$ cat src/rtl/mips_ctrl_pkg.sv
// Shared control-word definitions for the MIPS ID/EX boundary.
// Holds control-field widths, ALUOp codes, load/store size encodings,
// the packed control word and the all-zero bubble constant.
package mips_ctrl_pkg;

    localparam int ALUOP_W = 6;
    localparam int SEL_W   = 2;
    localparam int REG_W   = 5;

    // ALUOp codes produced by the decoder
    localparam logic [ALUOP_W-1:0] ALUOP_NOP = 6'd0;
    localparam logic [ALUOP_W-1:0] ALUOP_ADD = 6'd21;
    localparam logic [ALUOP_W-1:0] ALUOP_LW  = 6'd43;
    localparam logic [ALUOP_W-1:0] ALUOP_SW  = 6'd46;
    localparam logic [ALUOP_W-1:0] ALUOP_BEQ = 6'd49;

    // MuxLoad / MuxStore access-size encodings
    localparam logic [SEL_W-1:0] MUX_WORD = 2'd0;
    localparam logic [SEL_W-1:0] MUX_HALF = 2'd1;
    localparam logic [SEL_W-1:0] MUX_BYTE = 2'd2;

    typedef struct packed {
        logic [ALUOP_W-1:0] alu_op;
        logic [SEL_W-1:0]   reg_dst;
        logic [SEL_W-1:0]   alu_src0;
        logic [SEL_W-1:0]   alu_src1;
        logic [SEL_W-1:0]   mux_store;
        logic [SEL_W-1:0]   mux_load;
        logic [SEL_W-1:0]   mem_reg;
        logic               branch;
        logic               mem_read;
        logic               mem_write;
        logic               reg_write;
        logic               jump_control;
        logic               jreg_control;
    } ctrl_word_t;

    localparam int CTRL_W = $bits(ctrl_word_t);

    // A bubble is a NOP with every strobe and select forced to hard zero
    localparam ctrl_word_t CTRL_BUBBLE = ctrl_word_t'({ALUOP_NOP, {(CTRL_W-ALUOP_W){1'b0}}});

endpackage

$ cat src/rtl/id_ex_pipe_reg_load_use_detect.sv
// Load-use hazard term: the instruction in EX is a real load whose
// destination (Rt, non-zero) matches either source field of the ID
// instruction. Both fields are compared regardless of format.
module load_use_detect
    import mips_ctrl_pkg::*;
(
    input  logic             ex_valid,
    input  logic             ex_mem_read,
    input  logic [REG_W-1:0] ex_rt,
    input  logic [REG_W-1:0] id_rs,
    input  logic [REG_W-1:0] id_rt,
    output logic             hazard
);

    logic rt_nonzero_s;
    logic rt_match_s;

    // Combinational comparison of the EX load destination against ID sources
    always_comb begin
        rt_nonzero_s = (ex_rt != 5'd0);
        rt_match_s   = (ex_rt == id_rs) || (ex_rt == id_rt);
        if (ex_valid && ex_mem_read && rt_nonzero_s && rt_match_s) begin
            hazard = 1'b1;
        end else begin
            hazard = 1'b0;
        end
    end

endmodule

$ cat src/rtl/id_ex_pipe_reg.sv
// ID/EX pipeline register for the 5-stage MIPS datapath.
// Captures the decoded control word and ID operands each edge, inserts
// bubbles on Flush or load-use hazard, and freezes on Hold.
// Build option: define ID_EX_HAZARD_EN to enable load-use detection;
// without it, Stall is tied low and software must schedule NOPs after loads.
module id_ex_pipe_reg
    import mips_ctrl_pkg::*;
#(
    parameter int DATA_W = 32
) (
    input  logic              Clk,
    input  logic              Rst,
    input  logic              Flush,
    input  logic              Hold,
    input  logic [5:0]        ID_ALUOp,
    input  logic [1:0]        ID_RegDst,
    input  logic [1:0]        ID_ALUSrc0,
    input  logic [1:0]        ID_ALUSrc1,
    input  logic [1:0]        ID_MuxStore,
    input  logic [1:0]        ID_MuxLoad,
    input  logic [1:0]        ID_MemReg,
    input  logic              ID_Branch,
    input  logic              ID_MemRead,
    input  logic              ID_MemWrite,
    input  logic              ID_RegWrite,
    input  logic              ID_JumpControl,
    input  logic              ID_JRegControl,
    input  logic [DATA_W-1:0] ID_PCPlus4,
    input  logic [DATA_W-1:0] ID_ReadData1,
    input  logic [DATA_W-1:0] ID_ReadData2,
    input  logic [DATA_W-1:0] ID_SignExt,
    input  logic [4:0]        ID_Rs,
    input  logic [4:0]        ID_Rt,
    input  logic [4:0]        ID_Rd,
    input  logic [4:0]        ID_Shamt,
    output logic [5:0]        EX_ALUOp,
    output logic [1:0]        EX_RegDst,
    output logic [1:0]        EX_ALUSrc0,
    output logic [1:0]        EX_ALUSrc1,
    output logic [1:0]        EX_MuxStore,
    output logic [1:0]        EX_MuxLoad,
    output logic [1:0]        EX_MemReg,
    output logic              EX_Branch,
    output logic              EX_MemRead,
    output logic              EX_MemWrite,
    output logic              EX_RegWrite,
    output logic              EX_JumpControl,
    output logic              EX_JRegControl,
    output logic [DATA_W-1:0] EX_PCPlus4,
    output logic [DATA_W-1:0] EX_ReadData1,
    output logic [DATA_W-1:0] EX_ReadData2,
    output logic [DATA_W-1:0] EX_SignExt,
    output logic [4:0]        EX_Rs,
    output logic [4:0]        EX_Rt,
    output logic [4:0]        EX_Rd,
    output logic [4:0]        EX_Shamt,
    output logic              EX_Valid,
    output logic              Stall
);

    ctrl_word_t        id_ctrl_s;
    ctrl_word_t        ctrl_r;
    ctrl_word_t        ctrl_nxt_s;
    logic [DATA_W-1:0] pc_plus4_r, pc_plus4_nxt_s;
    logic [DATA_W-1:0] rd1_r, rd1_nxt_s;
    logic [DATA_W-1:0] rd2_r, rd2_nxt_s;
    logic [DATA_W-1:0] sign_ext_r, sign_ext_nxt_s;
    logic [4:0]        rs_r, rs_nxt_s;
    logic [4:0]        rt_r, rt_nxt_s;
    logic [4:0]        rd_r, rd_nxt_s;
    logic [4:0]        shamt_r, shamt_nxt_s;
    logic              valid_r, valid_nxt_s;
    logic              hazard_s;

    // Pack the decoder outputs into a control word; X fields pass through untouched
    always_comb begin
        id_ctrl_s.alu_op       = ID_ALUOp;
        id_ctrl_s.reg_dst      = ID_RegDst;
        id_ctrl_s.alu_src0     = ID_ALUSrc0;
        id_ctrl_s.alu_src1     = ID_ALUSrc1;
        id_ctrl_s.mux_store    = ID_MuxStore;
        id_ctrl_s.mux_load     = ID_MuxLoad;
        id_ctrl_s.mem_reg      = ID_MemReg;
        id_ctrl_s.branch       = ID_Branch;
        id_ctrl_s.mem_read     = ID_MemRead;
        id_ctrl_s.mem_write    = ID_MemWrite;
        id_ctrl_s.reg_write    = ID_RegWrite;
        id_ctrl_s.jump_control = ID_JumpControl;
        id_ctrl_s.jreg_control = ID_JRegControl;
    end

`ifdef ID_EX_HAZARD_EN
    load_use_detect u_load_use_detect (
        .ex_valid    (valid_r),
        .ex_mem_read (ctrl_r.mem_read),
        .ex_rt       (rt_r),
        .id_rs       (ID_Rs),
        .id_rt       (ID_Rt),
        .hazard      (hazard_s)
    );
`else
    assign hazard_s = 1'b0;
`endif

    // Upstream freeze only when this stage owns it: Flush and Hold both override
    assign Stall = hazard_s & ~Flush & ~Hold;

    // Next-state selection in priority order: Flush, Hold, hazard, normal load
    always_comb begin
        ctrl_nxt_s     = ctrl_r;
        valid_nxt_s    = valid_r;
        pc_plus4_nxt_s = pc_plus4_r;
        rd1_nxt_s      = rd1_r;
        rd2_nxt_s      = rd2_r;
        sign_ext_nxt_s = sign_ext_r;
        rs_nxt_s       = rs_r;
        rt_nxt_s       = rt_r;
        rd_nxt_s       = rd_r;
        shamt_nxt_s    = shamt_r;
        if (Hold && !Flush) begin
            ctrl_nxt_s  = ctrl_r;
            valid_nxt_s = valid_r;
        end else begin
            // Data word always follows ID; it is don't-care under a bubble
            pc_plus4_nxt_s = ID_PCPlus4;
            rd1_nxt_s      = ID_ReadData1;
            rd2_nxt_s      = ID_ReadData2;
            sign_ext_nxt_s = ID_SignExt;
            rs_nxt_s       = ID_Rs;
            rt_nxt_s       = ID_Rt;
            rd_nxt_s       = ID_Rd;
            shamt_nxt_s    = ID_Shamt;
            if (Flush || hazard_s) begin
                ctrl_nxt_s  = CTRL_BUBBLE;
                valid_nxt_s = 1'b0;
            end else begin
                ctrl_nxt_s  = id_ctrl_s;
                valid_nxt_s = 1'b1;
            end
        end
    end

    // EX-stage state flops with asynchronous clear to a bubble
    always_ff @(posedge Clk or negedge Rst) begin
        if (!Rst) begin
            ctrl_r     <= CTRL_BUBBLE;
            valid_r    <= 1'b0;
            pc_plus4_r <= {DATA_W{1'b0}};
            rd1_r      <= {DATA_W{1'b0}};
            rd2_r      <= {DATA_W{1'b0}};
            sign_ext_r <= {DATA_W{1'b0}};
            rs_r       <= 5'd0;
            rt_r       <= 5'd0;
            rd_r       <= 5'd0;
            shamt_r    <= 5'd0;
        end else begin
            ctrl_r     <= ctrl_nxt_s;
            valid_r    <= valid_nxt_s;
            pc_plus4_r <= pc_plus4_nxt_s;
            rd1_r      <= rd1_nxt_s;
            rd2_r      <= rd2_nxt_s;
            sign_ext_r <= sign_ext_nxt_s;
            rs_r       <= rs_nxt_s;
            rt_r       <= rt_nxt_s;
            rd_r       <= rd_nxt_s;
            shamt_r    <= shamt_nxt_s;
        end
    end

    assign EX_ALUOp       = ctrl_r.alu_op;
    assign EX_RegDst      = ctrl_r.reg_dst;
    assign EX_ALUSrc0     = ctrl_r.alu_src0;
    assign EX_ALUSrc1     = ctrl_r.alu_src1;
    assign EX_MuxStore    = ctrl_r.mux_store;
    assign EX_MuxLoad     = ctrl_r.mux_load;
    assign EX_MemReg      = ctrl_r.mem_reg;
    assign EX_Branch      = ctrl_r.branch;
    assign EX_MemRead     = ctrl_r.mem_read;
    assign EX_MemWrite    = ctrl_r.mem_write;
    assign EX_RegWrite    = ctrl_r.reg_write;
    assign EX_JumpControl = ctrl_r.jump_control;
    assign EX_JRegControl = ctrl_r.jreg_control;
    assign EX_PCPlus4     = pc_plus4_r;
    assign EX_ReadData1   = rd1_r;
    assign EX_ReadData2   = rd2_r;
    assign EX_SignExt     = sign_ext_r;
    assign EX_Rs          = rs_r;
    assign EX_Rt          = rt_r;
    assign EX_Rd          = rd_r;
    assign EX_Shamt       = shamt_r;
    assign EX_Valid       = valid_r;

endmodule

$ cat config.mk
export PLATFORM = sky130hd
export DESIGN_NAME = id_ex_pipe_reg
export DESIGN_NICKNAME = d
export VERILOG_FILES = /design/src/rtl/mips_ctrl_pkg.sv /design/src/rtl/id_ex_pipe_reg_load_use_detect.sv /design/src/rtl/id_ex_pipe_reg.sv
export SDC_FILE = /design/constraint.sdc
export NUM_CORES = 1
export LEC_CHECK = 0
export ABC_AREA = 1
export BUFFER_PORTS_ARGS = -buffer_cell sky130_fd_sc_hd__buf_2
export CORE_MARGIN = 8
export CORE_UTILIZATION = 46
export DETAILED_ROUTE_END_ITERATION = 12
export PLACE_DENSITY = 0.81
export RECOVER_POWER = 25
export SLEW_MARGIN = 20
export SYNTH_ARGS = -nofsm -noshare
export SYNTH_HDL_FRONTEND = slang
export SYNTH_SLANG_ARGS = --single-unit
export TNS_END_PERCENT = 5
$ cat constraint.sdc
create_clock -name Clk -period 0.8 [get_ports Clk]
set_input_delay 0.04 -clock Clk [delete_from_list [all_inputs] [get_ports Clk]]
set_output_delay 0.04 -clock Clk [all_outputs]
set_load 0.01 [all_outputs]
Yosys cells after proc, flatten, opt, wreduce, memory -nomap -nowiden
Cells that the tools add are included.
{"block": "totals", "in_bits": 176, "elab_cells": 26, "out_inout_bits": 174, "register_bits": 173}
{"block": "op_classes", "muxes": 2, "n_reduce_logical": 2}
{"op": "$mux W24", "count": 1}
{"op": "$logic_and A1 B1 Y1", "count": 1}
{"op": "$logic_not A1 Y1", "count": 1}
{"op": "$mux W1", "count": 1}

Logic depth before layout (Yosys ltp)
{"block": "depth", "ltp_word": 2, "mapped_depth": 6, "depth_no_buf": 4}

Worst setup path before layout
No wires, ideal clock.
{"block": "synth_path", "kind": "input-to-reg", "startpoint": "in Flush", "endpoint": "reg pc_plus4_r[11], in the netlist EX_PCPlus4[11]", "required_time_ns": 0.683, "setup_slack_ns": 0.107, "arrival_time_ns": 0.577, "path_buffers": 2, "cell_stages": 6, "setup_time_ns": 0.117, "cell_sequence": "inv_2 -> nand2_2 -> buf_4 -> buf_6 -> nand2_1 -> nand2_1"}
{"block": "synth_between", "elab_chain_len": 2}
{"element": "from (decl)", "line_no": "id_ex_pipe_reg.sv:13", "source": "input logic Flush,"}
{"element": "$logic_not A1 Y1", "line_no": "id_ex_pipe_reg.sv:120", "source": "if (Hold && !Flush) begin"}
{"element": "$logic_and A1 B1 Y1", "line_no": "id_ex_pipe_reg.sv:120"}
{"element": "to (signal assigned)", "line_no": "id_ex_pipe_reg.sv:148", "source": "pc_plus4_r <= {DATA_W{1'b0}};"}
{"element": "to (signal assigned)", "line_no": "id_ex_pipe_reg.sv:159", "source": "pc_plus4_r <= pc_plus4_nxt_s;"}
{"element": "to (decl)", "line_no": "id_ex_pipe_reg.sv:64", "source": "logic [DATA_W-1:0] pc_plus4_r, pc_plus4_nxt_s;"}
No other way between the ends.
A chain may end at the register's enable or synchronous reset.

Worst setup path after layout
{"block": "layout_path", "startpoint": "reg sign_ext_r[1], in the netlist EX_SignExt[1]", "endpoint": "out EX_SignExt[1]"}
{"element": "from (decl)", "line_no": "id_ex_pipe_reg.sv:67", "source": "logic [DATA_W-1:0] sign_ext_r, sign_ext_nxt_s;"}
{"element": "from (signal assigned)", "line_no": "id_ex_pipe_reg.sv:151", "source": "sign_ext_r <= {DATA_W{1'b0}};"}
{"element": "from (signal assigned)", "line_no": "id_ex_pipe_reg.sv:162", "source": "sign_ext_r <= sign_ext_nxt_s;"}
{"element": "to (decl)", "line_no": "id_ex_pipe_reg.sv:52", "source": "output logic [DATA_W-1:0] EX_SignExt,"}
No word-level cell between the ends.

==> metrics <==
initial core utilization 46.35%; CTS H-tree depth 4; status finished, violations left; area leader, netlist dfrtp_1; Via density roughly 5.6; via count 8340; Worst Setup EP EX_SignExt[1]; final estimated routing congestion in global placement ~0.81; commonest cells in the netlist 320 x nand2_1, 196 x nand3_1, 173 x dfrtp_1; Slew Limit Fails 0; most frequent cell after synthesis nand2_1; Seq/Total Area, Yosys 62.60%; Hold Crit Class input pin to flip-flop; Final min period roughly 1.1 ns; critical path capture point type primary output; Core Area around 15000 µm²; die width ~140 µm; DIE AREA 19210 µm²; CTS root buf clkbuf_16; buffers added on ports 348; DRC 0; CTS tree done; IO Count 350; violated checks setup timing; Sink Count 173; synth warn 0; Post-layout nets 1456; RSZ-0062 raised after global routing yes; Switching Fraction 27.88%; detailed placer's ending HPWL 16.24 mm; vias in the first global route 8598; leak pwr 0.006450 µW; Post-Synthesis Cells 754; Mapped Nets 930; ys flop type dfrtp_1; fraction of final layout cells sized beyond drive strength 1 33.51%; top post-synthesis cells by area dfrtp_1 63%, nand2_1 17%, nand3_1 14%; Starting DRT DRC Count 751; Final ANT Viol Nets 0; global-route wire length before repair between 40 and 50 mm; CTS max path bufs 2; clock-pin slew on the worst setup and hold paths 0.07 ns; Post-synth ARST share 100.0%; skew final 0 ns; Syn Area/Cell slightly above 9 µm²; worst path bufs/invs 1; critical path's top delay family flip-flops; WL final 32.39 mm; total track usage 29.95%; Slew @ Worst Pin 0.5538 ns; Crit Path Class flip-flop to primary output; unique cell type count in the Yosys netlist 11; worst skew pair latency 0.42 ns; clock power share 36.8%; Worst path slowest cell dfrtp_1; Fill cells 744; Rel. slew slack 63.08%; DIE HEIGHT about 140 µm; largest net degree at the start of global routing 77; final setup fails 176; worst hold slack between 0.08 and 0.09 ns; Cell Area, Synth just under 7000 µm²; Critical Path AT 1.01 ns; total power 23130 µW; Layout area overhead 72.23%; slowest cell delay on critical path approximately 0.44 ns; detailed-route wire length per cell 21.84 µm; initial antenna violation count 3; Worst Reg-to-Reg Cells 3; critical path required time 0.76 ns; internal power 16690 µW; setup slack, reg-to-reg -0.09 ns; PwrDens 1942 nW/µm²; Crit Reg-Reg Endpoint EX_PCPlus4[0]; Fin. Hold Viols 0; fmax 952.3 MHz; FF-to-FF Start EX_PCPlus4[0]; worst-path cell chain buf_6; max cap viols 0; WP depth 1; Final Worst Setup Slack -0.2501 ns; Rows 45; net switching power ~6400 µW; FF+latch count, synth 173; peak supply drop 1.346 mV; period utilization 131.3%; TritonRoute pass-1 iters 6; startpoint class of the critical path flip-flop; Synth top area share 62.60%; Fin Setup TNS -34.05 ns; Setup crit start EX_SignExt[1]; highest net fanout along the worst path 2; GRT Residual Overflow 0; power share of the combinational group 20.0%; Post-synth EDFFs 0; clock buffer count from CTS 17; sequential power share between 40% and 50%
-- layer usage --
metal / share of wire (%) / wire length, µm / vias to the layer above / track usage (%)
li1: - / - / 3484 / -
met1: 33 / 10680 / 3975 / 32.52
met4: 7.0 / 2275 / 0 / 20.03
met3: 11 / 3404 / 173 / 8.973
met5: 0 / 0 / - / 0
met2: 49 / 16030 / 708 / 49.92
-- registers in the layout (all words and copies together), names as in the netlist, 6 cells and up --
register	cells
EX_PCPlus4	32
EX_ReadData2	32
EX_ReadData1	32
EX_ALUOp	6
EX_SignExt	32
-- worst min-delay path by stage --
stage | from | to | slack [ns] | cells past startpoint
after floorplan | Rst | EX_ALUOp[0] | -0.26 | 0
after global placement | Rst | EX_ReadData2[29] | 0.05 | 2
after detailed placement | Rst | EX_ReadData2[10] | 0.04 | 2
after CTS | Hold | EX_RegDst[1] | 0.04 | 4
after global routing | Hold | EX_ALUSrc1[1] | 0.08 | 4
final | Hold | EX_Branch | 0.09 | 4
-- power by group through the flow --
stage          clock (µW)  sequential (µW)  combinational (µW)
2_1_floorplan           0            10300                1080
3_3_place_gp            0             9940                3180
3_5_place_dp            0             9960                3240
4_1_cts              8420             9860                4130
5_1_grt              8870            10000                4910
6_report             8510            10000                4620
-- cells by family (layout without fill, tap and decap cells) --
group	count (synthesis)	after routing	share of synthesized area, %
buf+inv	61	599	5.591
flops	173	173	62.60
other cells	1	4	0.05423
simple gates	519	519	31.75
-- per-stage QoR --
stage               area (µm²)  utilization (%)  cells  worst slack (ns)
floorplan                 6915                -    754            0.1067
global placement          8985            60.22   1268          -0.04034
detailed placement        8985            60.22   1268          -0.08905
CTS                      11610            77.79   1477           -0.2552
global route             11910            79.82   1483           -0.2748
finish                   11910            79.82   1483           -0.2501
-- final cells by class --
class	instances	area, µm²	share of cell area [%]
Antenna cell	3	7.507	0.06303
Clock buffer	23	488.0	4.097
Clock inverter	8	105.1	0.8824
Inverter	2	12.51	0.1051
Multi-Input combinational cell	520	2242	18.83
Sequential cell	173	4329	36.35
Tap cell	188	235.2	1.975
Timing Repair Buffer	566	4491	37.70
-- worst min-delay path: cells and delay by family --
family,cells,cell delay [ns]
buffers and inverters,2,0.30
AND/OR/NAND/NOR,2,0.13
-- timing repair --
action / in CTS / in global routing
pin swaps: 0 / 6
resized for setup: 43 / 55
hold buffers: 174 / 0
setup endpoints to repair: 173 / 177
endpoints found under the hold margin: 346 / 0
setup buffers: 4 / 3
-- cell usage in the layout (no fill, tap or decap), drive strengths merged --
cell type / count
buf: 392
bufinv: 2
clkbuf: 23
clkinv: 4
conb: 1
dfrtp: 173
diode: 3
dlygate4sd3: 174
inv: 4
nand2: 321
nand3: 196
nor2: 2
Power figures use the tool's default switching activity.
